<file path="src/rtl/event_encoder_83_pkg.sv">
// -----------------------------------------------------------------------------
// encoder_pkg
// Shared constants and types for the event encoder: the number of event
// sources, the width of an event code, and the priority-select helper used
// to pick the highest-index pending source.
// No ports (package).
// -----------------------------------------------------------------------------
package encoder_pkg;

    localparam int EV_W    = 3;
    localparam int NUM_SRC = 8;

    typedef logic [EV_W-1:0] ev_code_t;

    // Index of the highest set bit; bit NUM_SRC-1 wins. Returns 0 for an
    // all-zero vector, so callers must qualify with a non-zero check.
    function automatic ev_code_t prio_index(input logic [NUM_SRC-1:0] vec);
        ev_code_t idx;
        idx = '0;
        for (int i = 0; i < NUM_SRC; i++) begin
            if (vec[i]) idx = ev_code_t'(i);
        end
        return idx;
    endfunction

endpackage

</file>
<file path="src/rtl/event_encoder_83_if.sv">
// -----------------------------------------------------------------------------
// event_encoder_83_if
// Bundles the event encoder's request lines, consumer handshake, drop pulse
// and occupancy report.
//   req_i   : event request lines, one bit per source (bit 7 = top priority)
//   code_o  : code at the FIFO head (0 when empty)
//   valid_o : code_o holds a queued event
//   ready_i : consumer accepts code_o this cycle
//   drop_o  : one-cycle pulse when a duplicate event is lost
//   count_o : FIFO occupancy
// Modports: master = stimulus/consumer side, slave = encoder side.
// -----------------------------------------------------------------------------
interface event_encoder_83_if #(
    parameter int DEPTH = 4
) ();
    import encoder_pkg::*;

    logic [NUM_SRC-1:0]     req_i;
    ev_code_t               code_o;
    logic                   valid_o;
    logic                   ready_i;
    logic                   drop_o;
    logic [$clog2(DEPTH):0] count_o;

    modport master (
        output req_i, ready_i,
        input  code_o, valid_o, drop_o, count_o
    );

    modport slave (
        input  req_i, ready_i,
        output code_o, valid_o, drop_o, count_o
    );

endinterface

</file>
<file path="src/rtl/event_encoder_83_fifo.sv">
// -----------------------------------------------------------------------------
// code_fifo
// Circular FIFO of event codes with occupancy counter.
//   clk, rst_n : clock, asynchronous active-low reset
//   push_i     : write data_i (ignored when full)
//   data_i     : event code to enqueue
//   pop_i      : remove head (ignored when empty, so count never underflows)
//   data_o     : head entry, forced to 0 when empty
//   count_o    : occupancy, 0..DEPTH
//   full_o     : count_o == DEPTH
//   empty_o    : count_o == 0
// DEPTH must be a power of two so the pointers wrap naturally.
// -----------------------------------------------------------------------------
module code_fifo
    import encoder_pkg::*;
#(
    parameter int DEPTH = 4
) (
    input  logic                   clk,
    input  logic                   rst_n,
    input  logic                   push_i,
    input  ev_code_t               data_i,
    input  logic                   pop_i,
    output ev_code_t               data_o,
    output logic [$clog2(DEPTH):0] count_o,
    output logic                   full_o,
    output logic                   empty_o
);

    localparam int AW = $clog2(DEPTH);
    localparam int CW = AW + 1;

    logic [AW-1:0] wr_ptr_q, wr_ptr_d;
    logic [AW-1:0] rd_ptr_q, rd_ptr_d;
    logic [CW-1:0] count_q, count_d;
    ev_code_t      mem_q [DEPTH];
    logic          do_push, do_pop;
    logic          full, empty;

    assign full  = (count_q == CW'(DEPTH));
    assign empty = (count_q == '0);

    // NOTE: every variable assigned here gets a default first, so no path
    // leaves one unassigned and no latch is inferred.
    always_comb begin
        do_push  = push_i && !full;
        do_pop   = pop_i && !empty;
        wr_ptr_d = wr_ptr_q;
        rd_ptr_d = rd_ptr_q;
        count_d  = count_q;
        if (do_push) wr_ptr_d = wr_ptr_q + AW'(1);
        if (do_pop)  rd_ptr_d = rd_ptr_q + AW'(1);
        case ({do_push, do_pop})
            2'b10:   count_d = count_q + CW'(1);
            2'b01:   count_d = count_q - CW'(1);
            default: count_d = count_q;
        endcase
    end

    // NOTE: state registers use non-blocking assignments so every flop
    // samples the pre-edge value regardless of statement order.
    always_ff @(posedge clk or negedge rst_n) begin
        if (!rst_n) begin
            wr_ptr_q <= '0;
            rd_ptr_q <= '0;
            count_q  <= '0;
        end else begin
            wr_ptr_q <= wr_ptr_d;
            rd_ptr_q <= rd_ptr_d;
            count_q  <= count_d;
        end
    end

    // NOTE: storage is deliberately not reset; an entry is only visible once
    // the counter says it was written, and the head output is masked to 0
    // while empty.
    always_ff @(posedge clk) begin
        if (do_push) mem_q[wr_ptr_q] <= data_i;
    end

    assign data_o  = empty ? '0 : mem_q[rd_ptr_q];
    assign count_o = count_q;
    assign full_o  = full;
    assign empty_o = empty;

endmodule

</file>
<file path="src/rtl/event_encoder_83.sv">
// -----------------------------------------------------------------------------
// event_encoder_83
// Turns rising edges on eight request lines into a stream of 3-bit event
// codes. Each rising edge sets a sticky pending bit; every cycle the highest
// pending bit is pushed into a code FIFO if there is room. A second edge on a
// bit that is still pending (and not being pushed) is dropped and flagged on
// drop_o for one cycle.
//   clk   : single clock, rising edge
//   rst_n : asynchronous active-low reset; clears all queued/pending events
//   ev    : event_encoder_83_if.slave (req_i, code_o, valid_o, ready_i,
//           drop_o, count_o)
// Configuration macro EVENT_INPUT_SYNC_EN: when defined, each req_i bit passes
// through a two-flop synchronizer before edge detection (latency 4 edges
// instead of 2).
// -----------------------------------------------------------------------------
module event_encoder_83
    import encoder_pkg::*;
#(
    parameter int DEPTH = 4
) (
    input logic                clk,
    input logic                rst_n,
    event_encoder_83_if.slave  ev
);

    logic [NUM_SRC-1:0] req_s;
    logic [NUM_SRC-1:0] req_q, req_d;
    logic [NUM_SRC-1:0] pending_q, pending_d;
    logic               drop_q, drop_d;
    logic [NUM_SRC-1:0] rise;
    logic [NUM_SRC-1:0] push_mask;
    ev_code_t           cand;
    logic               push;
    logic               full;
    logic               empty;

`ifdef EVENT_INPUT_SYNC_EN
    logic [NUM_SRC-1:0] sync1_q, sync1_d;
    logic [NUM_SRC-1:0] sync2_q, sync2_d;

    always_comb begin
        sync1_d = ev.req_i;
        sync2_d = sync1_q;
    end

    // Cleared with the rest of the state so a line held high through reset
    // still reads as a fresh rising edge after release.
    always_ff @(posedge clk or negedge rst_n) begin
        if (!rst_n) begin
            sync1_q <= '0;
            sync2_q <= '0;
        end else begin
            sync1_q <= sync1_d;
            sync2_q <= sync2_d;
        end
    end

    assign req_s = sync2_q;
`else
    assign req_s = ev.req_i;
`endif

    always_comb begin
        req_d     = req_s;
        rise      = req_s & ~req_q;
        cand      = prio_index(pending_q);
        // Room is judged on the occupancy at the start of the cycle; a
        // same-cycle pop does not open a slot for a push.
        push      = (pending_q != '0) && !full;
        push_mask = '0;
        if (push) push_mask[cand] = 1'b1;
        // A new edge on the bit being pushed re-arms it for a later push.
        pending_d = (pending_q & ~push_mask) | rise;
        drop_d    = |(rise & pending_q & ~push_mask);
    end

    always_ff @(posedge clk or negedge rst_n) begin
        if (!rst_n) begin
            req_q     <= '0;
            pending_q <= '0;
            drop_q    <= 1'b0;
        end else begin
            req_q     <= req_d;
            pending_q <= pending_d;
            drop_q    <= drop_d;
        end
    end

    code_fifo #(
        .DEPTH (DEPTH)
    ) u_fifo (
        .clk     (clk),
        .rst_n   (rst_n),
        .push_i  (push),
        .data_i  (cand),
        .pop_i   (ev.ready_i),
        .data_o  (ev.code_o),
        .count_o (ev.count_o),
        .full_o  (full),
        .empty_o (empty)
    );

    assign ev.valid_o = !empty;
    assign ev.drop_o  = drop_q;

endmodule
</file>
<file path="src/flat_wrapper.sv">
// flat-port wrapper written by rule: the top's interface ports become plain ports
module event_encoder_83_flat import encoder_pkg::*;
#(
    parameter int DEPTH = 4
)
  (clk, rst_n, ev_req_i, ev_ready_i, ev_code_o, ev_valid_o, ev_drop_o, ev_count_o);
  event_encoder_83_if #(.DEPTH(DEPTH)) ev_i ();
  input logic clk;
  input logic rst_n;
  input wire logic [$bits(ev_i.req_i)-1:0] ev_req_i;
  input wire logic [$bits(ev_i.ready_i)-1:0] ev_ready_i;
  output wire logic [$bits(ev_i.code_o)-1:0] ev_code_o;
  output wire logic [$bits(ev_i.valid_o)-1:0] ev_valid_o;
  output wire logic [$bits(ev_i.drop_o)-1:0] ev_drop_o;
  output wire logic [$bits(ev_i.count_o)-1:0] ev_count_o;
  assign ev_i.req_i = ev_req_i;
  assign ev_i.ready_i = ev_ready_i;
  assign ev_code_o = ev_i.code_o;
  assign ev_valid_o = ev_i.valid_o;
  assign ev_drop_o = ev_i.drop_o;
  assign ev_count_o = ev_i.count_o;
  event_encoder_83 #(.DEPTH(DEPTH)) u_core (.clk(clk), .rst_n(rst_n), .ev(ev_i));
endmodule
</file>
<file path="config.mk">
export PLATFORM = sky130hd
export DESIGN_NAME = event_encoder_83_flat
export DESIGN_NICKNAME = d
export VERILOG_FILES = /design/src/rtl/event_encoder_83_pkg.sv /design/src/rtl/event_encoder_83_if.sv /design/src/rtl/event_encoder_83_fifo.sv /design/src/rtl/event_encoder_83.sv /design/src/flat_wrapper.sv
export SDC_FILE = /design/constraint.sdc
export NUM_CORES = 1
export LEC_CHECK = 0
export CAP_MARGIN = 20
export CORE_MARGIN = 1.5
export CORE_UTILIZATION = 40
export CTS_CLUSTER_SIZE = 16
export DETAILED_ROUTE_END_ITERATION = 10
export DONT_BUFFER_PORTS = 1
export GPL_ROUTABILITY_DRIVEN = 0
export SLEW_MARGIN = 25
export SYNTH_ARGS = -nofsm -noshare
export SYNTH_HDL_FRONTEND = slang
export SYNTH_HIERARCHICAL = 1
export SYNTH_SLANG_ARGS = --single-unit
</file>
<file path="constraint.sdc">
create_clock -name clk -period 2.5 [get_ports clk]
set_clock_uncertainty 0.1 [all_clocks]
set_input_delay 0.5 -clock clk [delete_from_list [all_inputs] [get_ports clk]]
set_output_delay 0.5 -clock clk [all_outputs]
set_load 0.02 [all_outputs]
</file>
; After elaboration in Yosys (flattened, before gate mapping)
; Memories as Yosys holds them, arrays and structs flattened.
; Index checks and enable logic that the tools add are counted.
; W data, S select, Z words.
[word_totals]
out_inout_bits = 8
mem_count = 1
ramBits = 12
elab_cells = 47
input_bits = 11
reg_bits = 24
[memory_table]
columns = memory, words, word_bits, read_ports, rd_clocked_by_memory_dff, write_ports, line_no
row1 = u_core.u_fifo.mem_q, 4, 3, 1, 0, 1, event_encoder_83_fifo.sv:36  ; ev_code_t mem_q [DEPTH];
[classes]
bitwise = 7
eq_ne = 3
mux = 14
order_cmp = 2
reduce_logical = 10
addsub = 4
[ops]
columns = operator, n
row1 = $and A8 B8 Y8, 4
row2 = $mux W3, 6
row3 = $not A8 Y8, 2
row4 = $mux W8, 1
row5 = $or A8 B8 Y8, 1
row6 = $reduce_bool A8 Y1, 1
row7 = $reduce_or A8 Y1, 1
row8 = $pmux W3 S2, 1
row9 = $add A2 B1 Y2 const B, 2
row10 = $logic_and A1 B1 Y1, 4
row11 = $lt A3 B4 Y1 const B, 1
row12 = $mux W1, 4
row13 = $add A3 B1 Y3 const B, 1
row14 = $demux W1 S3, 1
row15 = $eq A3 B3 Y1 const B, 1
row16 = $ge A3 B1 Y1 const B, 1
row17 = $logic_not A3 Y1, 1
row18 = $sub A3 B1 Y3 const B, 1
row19 = $eq A2 B1 Y1 const B, 1
row20 = $eq A2 B2 Y1 const B, 1
row21 = $logic_not A1 Y1, 2
row22 = $mux W2, 1
row23 = $reduce_bool A2 Y1, 1

; Longest topological paths before layout
; Gate-level depths: netlist (run 1).
[depth]
ltp_word = 15
mapped_depth = 10
ltp_nobuf = 10

; Hierarchy
; The synthesis (run 1) kept the hierarchy.
[modules_own_cells]
columns = module, instances, seq_area_each_um2, area_each_um2, cells_per_inst
row1 = code_fifo, 1, 535.5, 894.6, 56
row2 = event_encoder_83, 1, 425.4, 764.5, 70

; Least setup slack after synthesis (run 1)
; No wires, ideal clock.
[synth_timing]
path_kind = register to register
from = register u_core.u_fifo.count_q[0] (netlist: u_core/u_fifo/count_o[0])
to = register u_core.u_fifo.count_q[2] (netlist: u_core/u_fifo/count_o[2])
arrival_ns = 2.175
path_stages_with_launch = 11
setup_ns = 0.080
n_path_buf = 0
period_less_slack_ns = 2.355
slack_ns = 0.145
required_ns = 2.320
cell_sequence = dfrtp_1 nor3b_4 a31oi_1 nor2b_4 inv_1 ha_1 inv_1 fa_1 xor2_1 nor2_1 xor2_1
[synth_between]
elab_chain_len = 6
word_cells_on_any_way = 13
classes_between = add/sub (2) / eq/ne (3) / mux (1) / reduce/logical (7)
[synth_rtl]
columns = item, line_no
row1 = start: declaration, event_encoder_83_fifo.sv:35  ; logic [CW-1:0] count_q, count_d;
row2 = start signal: assignment, event_encoder_83_fifo.sv:70  ; count_q <= count_d;
row3 = $eq A3 B3 Y1 *, event_encoder_83_fifo.sv:40  ; assign full = (count_q == CW'(DEPTH));
row4 = net u_core.full, event_encoder_83.sv:34  ; logic full;
row5 = $logic_not A1 Y1 *, event_encoder_83.sv:69  ; push = (pending_q != '0) && !full;
row6 = $logic_and A1 B1 Y1 *, event_encoder_83.sv:69
row7 = net u_core.push, event_encoder_83.sv:33  ; logic push;
row8 = $logic_and A1 B1 Y1 *, event_encoder_83_fifo.sv:46  ; do_push = push_i && !full;
row9 = $eq A2 B1 Y1 / $eq A2 B2 Y1 (equally long branches), event_encoder_83_fifo.sv:53  ; case ({do_push, do_pop})
row10 = $pmux W3 S2 / $reduce_bool A2 Y1 (equally long branches), n/a
; The timed path passes the listed nets; every way through them passes the cells marked *.
; A chain may end at the register's enable or synchronous reset.

; Worst setup path in the final report (run 1)
[layout_timing]
from = register u_core.pending_q[5]
to = register u_core.u_fifo.count_q[2] (netlist: u_core/u_fifo/count_o[2])
[layout_between]
elab_chain_len = 5
word_cells_on_any_way = 7
classes_between = eq/ne (2) / mux (1) / reduce/logical (4)
[layout_rtl]
columns = item, line_no
row1 = start: declaration, event_encoder_83.sv:28  ; logic [NUM_SRC-1:0] pending_q, pending_d;
row2 = start signal: assignment, event_encoder_83.sv:84  ; pending_q <= pending_d;
row3 = $reduce_bool A8 Y1 *, event_encoder_83.sv:69
row4 = $logic_and A1 B1 Y1 *, event_encoder_83.sv:69
row5 = net u_core.push, event_encoder_83.sv:33
row6 = $logic_and A1 B1 Y1 *, event_encoder_83_fifo.sv:46
row7 = $eq A2 B1 Y1 / $eq A2 B2 Y1 (equally long branches), event_encoder_83_fifo.sv:53
row8 = $pmux W3 S2 / $reduce_bool A2 Y1 (equally long branches), n/a
; Marks and branches as above.

==> results of run 1 <==
[synth_stat cells (2+ instances only)]
master / count / share of area
o21ai_1: 5 / 0.015
and2_1: 4 / 0.015
nor2_1: 4 / 0.0090
o2111ai_1: 2 / 0.011
xnor2_1: 3 / 0.016
inv_1: 16 / 0.036
a22o_1: 4 / 0.021
a21oi_1: 2 / 0.0060
xor2_1: 3 / 0.016
ha_1: 5 / 0.038
o21ai_0: 2 / 0.0060
nand3b_1: 4 / 0.018
nand3_1: 2 / 0.0060
mux4_2: 3 / 0.041
nand2b_1: 5 / 0.019
nand2_1: 4 / 0.0090
dfrtp_1: 24 / 0.36
nor3_1: 2 / 0.0060
nor2b_1: 3 / 0.011
edfxtp_1: 12 / 0.22
[cell families (layout without fill, tap and decap cells)]
logic type / Yosys count / count (layout)
flops: 36 / 36
simple gates: 33 / 33
compound gates: 22 / 22
buf+inv: 18 / 31
fa+ha+maj: 6 / 6
xor+xnor: 6 / 6
mux: 5 / 5
[report_power, final]
part | switching (W) | internal [W]
Combinational | 0.000481 | 0.000389
Sequential | 0.000156 | 0.000829
Clock | 0.000196 | 0.000255
Total | 0.000833 | 0.00147
[path summary, 6_finish.rpt]
kind,to,slack [ps],cells past startpoint
max,u_core/u_fifo/count_o[2],160,10
min,u_core/req_q[7],140,0
max reg2reg,u_core/u_fifo/count_o[2],160,10
min reg2reg,u_core/pending_q[2],340,1
max in group asynchronous,u_core/pending_q[5],1580,2
min in group asynchronous,u_core/u_fifo/rd_ptr_q[0],550,2
[critical path, stage by stage, from the launching register on]
cell and delay [ps]:
dfrtp_2 450, nor4_4 350, a31oi_1 130, nor2b_4 170, inv_1 60, ha_1 170, inv_1 60, fa_1 370
xor2_1 150, nor2_1 110, xor2_1 160
[layout make-up]
type                            instances  area share
Sequential cell                        36       0.513
Inverter                               17      0.0340
Timing Repair Buffer                    6      0.0320
Clock inverter                          1     0.00267
Clock buffer                            7      0.0521
Multi-Input combinational cell         72       0.332
Tap cell                               50      0.0334
[flip-flops by register name, summed over array words and instances (netlist names)]
register / cells
u_core/u_fifo/wr_ptr_q: 2
u_core/u_fifo/rd_ptr_q: 2
u_core/u_fifo/count_o: 3
u_core/u_fifo/mem_q: 12
u_core/ev.drop_o: 1
u_core/req_q: 8
u_core/pending_q: 8
[per-stage QoR]
step	power [W]	setup WS [ps]	utilization
2_1_floorplan	0.00167	145	-
3_3_place_gp	0.00182	228	0.435
3_5_place_dp	0.00186	145	0.435
4_1_cts	0.00234	126	0.468
5_1_grt	0.00247	5.47	0.469
6_report	0.00231	161	0.469
[routing by layer]
metal,share of wire,track usage,wire (um),vias up
met2,0.45,0.224,1260,27
met4,0.042,0.0944,118,0
li1,-,-,-,467
met3,0.063,0.0550,176,10
met1,0.44,0.177,1220,471
met5,0,0,0,-
[repair_timing]
action	in CTS	in global routing
hold endpoints to repair	24	0
setup endpoints to repair	0	1
hold buffers	2	0
gates resized for setup	0	1
==> summary.txt, run 1 <==
Drt
  – DRC: 0
  – DR WL/cell: 14.7 um
  – Drt initial violations: 29
  – Via count: 975
  – Vias/cell: 5.16
  – Post-route ant nets: 0
  – Final wirelength: 2.78 mm
  – Drt first pass iters: 4

Global routing
  – Gr usage total: 0.148
  – Vias in the first global route: 1008
  – Initial antenna violation count: 0
  – Global-route wire length before repair: approximately 4.7 mm
  – GRT overflow: 0
  – Largest net degree at the start of global routing: 25

Min path
  – Worst Hold Class: input pin to register
  – Hold_sp: ev_req_i[7]

Run status
  – Status: finished clean

Placement
  – Area post-placement: 0.00174 mm2
  – Detailed placer's ending HPWL: a little over 2 mm
  – Placed cell count: 179
  – # port buffers: 0

Die
  – # rows: 23
  – Boundary Pins: 19
  – Effective utilization at floorplan: 0.415
  – Core Area: 0.00400 mm2
  – Die H: a little under 70 um
  – Chip Width: 67.4 um
  – Die Footprint: 0.00454 mm2

Clock tree
  – Clock buffer count from CTS: 5
  – Clk_lat worst skew: 290 ps
  – Clk sinks: 36
  – Clock transition at path regs: 70 ps
  – # H-tree levels: 2
  – CTS tree: yes
  – Clk root buf: clkbuf_8
  – Setup bufs post-CTS: 0
  – Clock Path Buffers: 2

Yosys
  – Largest family of logic cells by synthesized area: simple AND/OR/NAND/NOR gates
  – Distinct cells, synth: 37
  – Post-synthesis mux area share: 0.0558
  – EDFF count, synth: 12
  – Mapped Cells: around 130
  – Yosys warning count: 6
  – Area share of fa/ha/maj cells after synthesis: 0.0498
  – XOR/XNOR Fraction of Synth Area: 0.0317
  – Sequential-to-total area share from yosys stat: 0.579
  – Seq cells post-synth: 36
  – Mapped Nets: 143
  – Async SR Flop Fraction: 0.667
  – Prevailing post-synth register cell: dfrtp_1
  – Simple-gate share of the synthesized area: 0.146
  – Netlist Area Pre-Place: 0.00166 mm2
  – Avg Cell Area, Syn: between 10 and 15 um2
  – Synth Area in Compound Gates: 0.0928

Pwr
  – Power Density: around 1200 mW/mm2
  – Maximum VDD drop: 0.000371 V
  – Leak Pwr: 0.776 nW

Worst setup path
  – RR Startpoint: u_core/pending_q[5]
  – Worst setup path startpoint: u_core/pending_q[5]
  – Startpoint Class: register
  – Worst Path Required: 2610 ps
  – Kind of critical path: register to register
  – Crit path DAT: 2450 ps
  – Worst-path fanout max: 7
  – Crit end category: register

Cells and area
  – Final nets: 155
  – # diodes: 0
  – Commonest non-fill, non-tap cells in the layout: dfrtp_1 (23), inv_1 (16), edfxtp_1 (12)
  – Register area: 962 um2
  – Fin area: roughly 0.0019 mm2
  – Layout Area Growth over Synthesis: 13.0%
  – Most common cell after layout, fill and taps aside: dfrtp_1
  – Post-Layout Cell Count: 189
  – Multi-input gate area: 623 um2
  – FILL cells: roughly 340
  – Share of cells above drive strength 1: 0.158

Timing
  – Slew Viols, Final: 0
  – Period Utilization, post-route: 0.936
  – Worst Tran Pin Value: 515 ps
  – Tmin final: about 2300 ps
  – Slew headroom: 0.654
  – RSZ-0062 raised after global routing: no
  – Final Setup Violations: 0
  – Final hold violation count: 0
  – Worst hold slack: 136 ps
  – F_max: 0.428 GHz
  – Setup TNS: 0 ps

Run
  – Max_cap viols: 0
No activity file was read; power rests on OpenSTA's default activity.
==> run 2: changes to the inputs <==
--- a/config.mk
+++ b/config.mk
@@ -12,6 +12,7 @@
 export DETAILED_ROUTE_END_ITERATION = 10
 export DONT_BUFFER_PORTS = 1
 export GPL_ROUTABILITY_DRIVEN = 0
+export MAX_ROUTING_LAYER = met4
 export SLEW_MARGIN = 25
 export SYNTH_ARGS = -nofsm -noshare
 export SYNTH_HDL_FRONTEND = slang
==> summary.txt, run 2 (synthesis results as in run 1) <==
Cells and area
  – Max FFs per register: 12
  – Layout Area Growth over Synthesis: 13.0%
  – Final nets: 155
  – Commonest non-fill, non-tap cells in the layout: dfrtp_1 (23), inv_1 (16), edfxtp_1 (12)
  – Largest regs: u_core/u_fifo/mem_q (12), u_core/pending_q (8), u_core/req_q (8)
  – Most common cell after layout, fill and taps aside: dfrtp_1
  – Top reg by flops: u_core/u_fifo/mem_q
  – # diodes: 0
  – FILL cells: around 340
  – Share of cells above drive strength 1: 0.158
  – Fin area: 0.00187 mm2

Clock tree
  – CTS tree: yes
  – # H-tree levels: 2
  – Clk sinks: 36
  – Clk_lat worst skew: 290 ps
  – Clk root buf: clkbuf_8
  – Clock Path Buffers: 2
  – Clock transition at path regs: 70 ps
  – Setup bufs post-CTS: 0
  – Clock buffer count from CTS: 5

Pwr
  – Maximum VDD drop: 0.000372 V
  – Combinational group share of total power: 0.377
  – Reg power frac: 0.427
  – Switching share of power: 0.362
  – Internal: approximately 0.0015 W
  – Leak Pwr: between 0.7 and 0.8 nW
  – Clock power share: 0.197
  – Tot Pwr: 0.00231 W
  – P_sw: 0.000836 W
  – Power Density: 1230 mW/mm2

Worst setup path
  – Worst setup path startpoint: u_core/pending_q[5]
  – Worst Path Required: 2610 ps
  – Kind of critical path: register to register
  – Reg2reg path depth: 10
  – Worst-path fanout max: 7
  – RR Endpoint: u_core/u_fifo/count_o[2]
  – Crit path DAT: 2460 ps
  – R2R setup slack: 160 ps
  – RR Startpoint: u_core/pending_q[5]
  – Startpoint Class: register
  – Crit end category: register

Global routing
  – Vias in the first global route: 1008
  – Gr usage total: 0.152
  – Largest net degree at the start of global routing: 25
  – GRT overflow: 0
  – Global-route wire length before repair: 4.71 mm
  – Initial antenna violation count: 0

Timing
  – Period Utilization, post-route: 0.937
  – Setup TNS: 0 ps
  – Final Setup Violations: 0
  – Worst Tran Pin Value: just over 500 ps
  – Final hold violation count: 0
  – RSZ-0062 raised after global routing: no
  – Worst hold slack: 133 ps
  – F_max: approximately 0.43 GHz
  – Slew Viols, Final: 0
  – Post-route setup slack: 157 ps
  – Tmin final: approximately 2300 ps
  – Slew headroom: 0.654

Run status
  – Status: finished clean

Drt
  – Drt initial violations: 29
  – DRC: 0
  – Final wirelength: 2.79 mm
  – Post-route ant nets: 0
  – DR WL/cell: 14.8 um
  – Drt first pass iters: 4
  – Via count: 974
  – Vias/cell: 5.15

Min path
  – Hold EP: u_core/req_q[7]
  – Hold Path Stages: 0
  – Hold_sp: ev_req_i[7]
  – Worst Hold Class: input pin to register

Die
  – # rows: 23
  – Chip Width: 67.4 um
  – Die Footprint: 0.00454 mm2
  – Die H: 67.4 um
  – Core Area: between 0.004 and 0.005 mm2
  – Boundary Pins: 19
  – Effective utilization at floorplan: 0.415

Placement
  – Detailed placer's ending HPWL: about 2.0 mm
  – Pre-CTS setup slack: around 150 ps
  – # port buffers: 0
  – Area post-placement: 0.00174 mm2

Run
  – Max_cap viols: 0
run 2: cell counts in the layout (fill, tap and decap cells not counted):
Identical to the previous run, type by type.
run 2: area by class of cell:
class / count / area [um2] / area share
flip-flops and latches: 36 / 962 / 0.513
inverters: 17 / 63.8 / 0.0340
well taps: 50 / 62.6 / 0.0334
multi-input cells: 72 / 623 / 0.332
clock buffers: 7 / 97.6 / 0.0521
clock inverters: 1 / 5.00 / 0.00267
repair buffers: 6 / 60.1 / 0.0320
run 2: routing by layer:
metal / GRT usage / wire, um / part of all wire
met4: 0.0944 / 115 / 0.041
met5: - / 0 / 0
met3: 0.0533 / 164 / 0.059
met1: 0.178 / 1250 / 0.45
met2: 0.224 / 1260 / 0.45
run 2: stage by stage:
step           utilization  instances
5_1_grt              0.469        189
3_5_place_dp         0.435        179
6_report             0.469        189
4_1_cts              0.468        189
2_1_floorplan            -        126
3_3_place_gp         0.435        179
run 2: worst max-delay path by stage:
stage | end | slack (ps) | depth (start not counted)
floorplan | u_core/u_fifo/count_o[2] | 140 | 10
global placement | u_core/u_fifo/count_o[2] | 230 | 10
detailed placement | u_core/u_fifo/count_o[2] | 150 | 10
CTS | u_core/u_fifo/count_o[2] | 130 | 10
global route | u_core/u_fifo/count_o[2] | 6 | 10
finish | u_core/u_fifo/count_o[2] | 160 | 10
run 2: timing repair:
action                     in CTS  in global routing
hold buffers                    2                  0
hold endpoints to repair       24                  0
gates resized for setup         0                  1
setup endpoints to repair       0                  1
run 2: power groups by stage:
stage / clock [W] / combinational (W) / sequential [W]
6_report: 0.000454 / 0.000870 / 0.000986
3_5_place_dp: 0 / 0.000866 / 0.000995
4_1_cts: 0.000467 / 0.000884 / 0.000987
2_1_floorplan: 0 / 0.000671 / 0.000997
5_1_grt: 0.000491 / 0.000968 / 0.00101
3_3_place_gp: 0 / 0.000839 / 0.000981
run 2: worst max-delay path, cell delays in order, from the launching register on:
cell and delay [ps]:
dfrtp_2 460, nor4_4 350, a31oi_1 130, nor2b_4 170, inv_1 60, ha_1 170, inv_1 60, fa_1 370
xor2_1 150, nor2_1 110, xor2_1 160
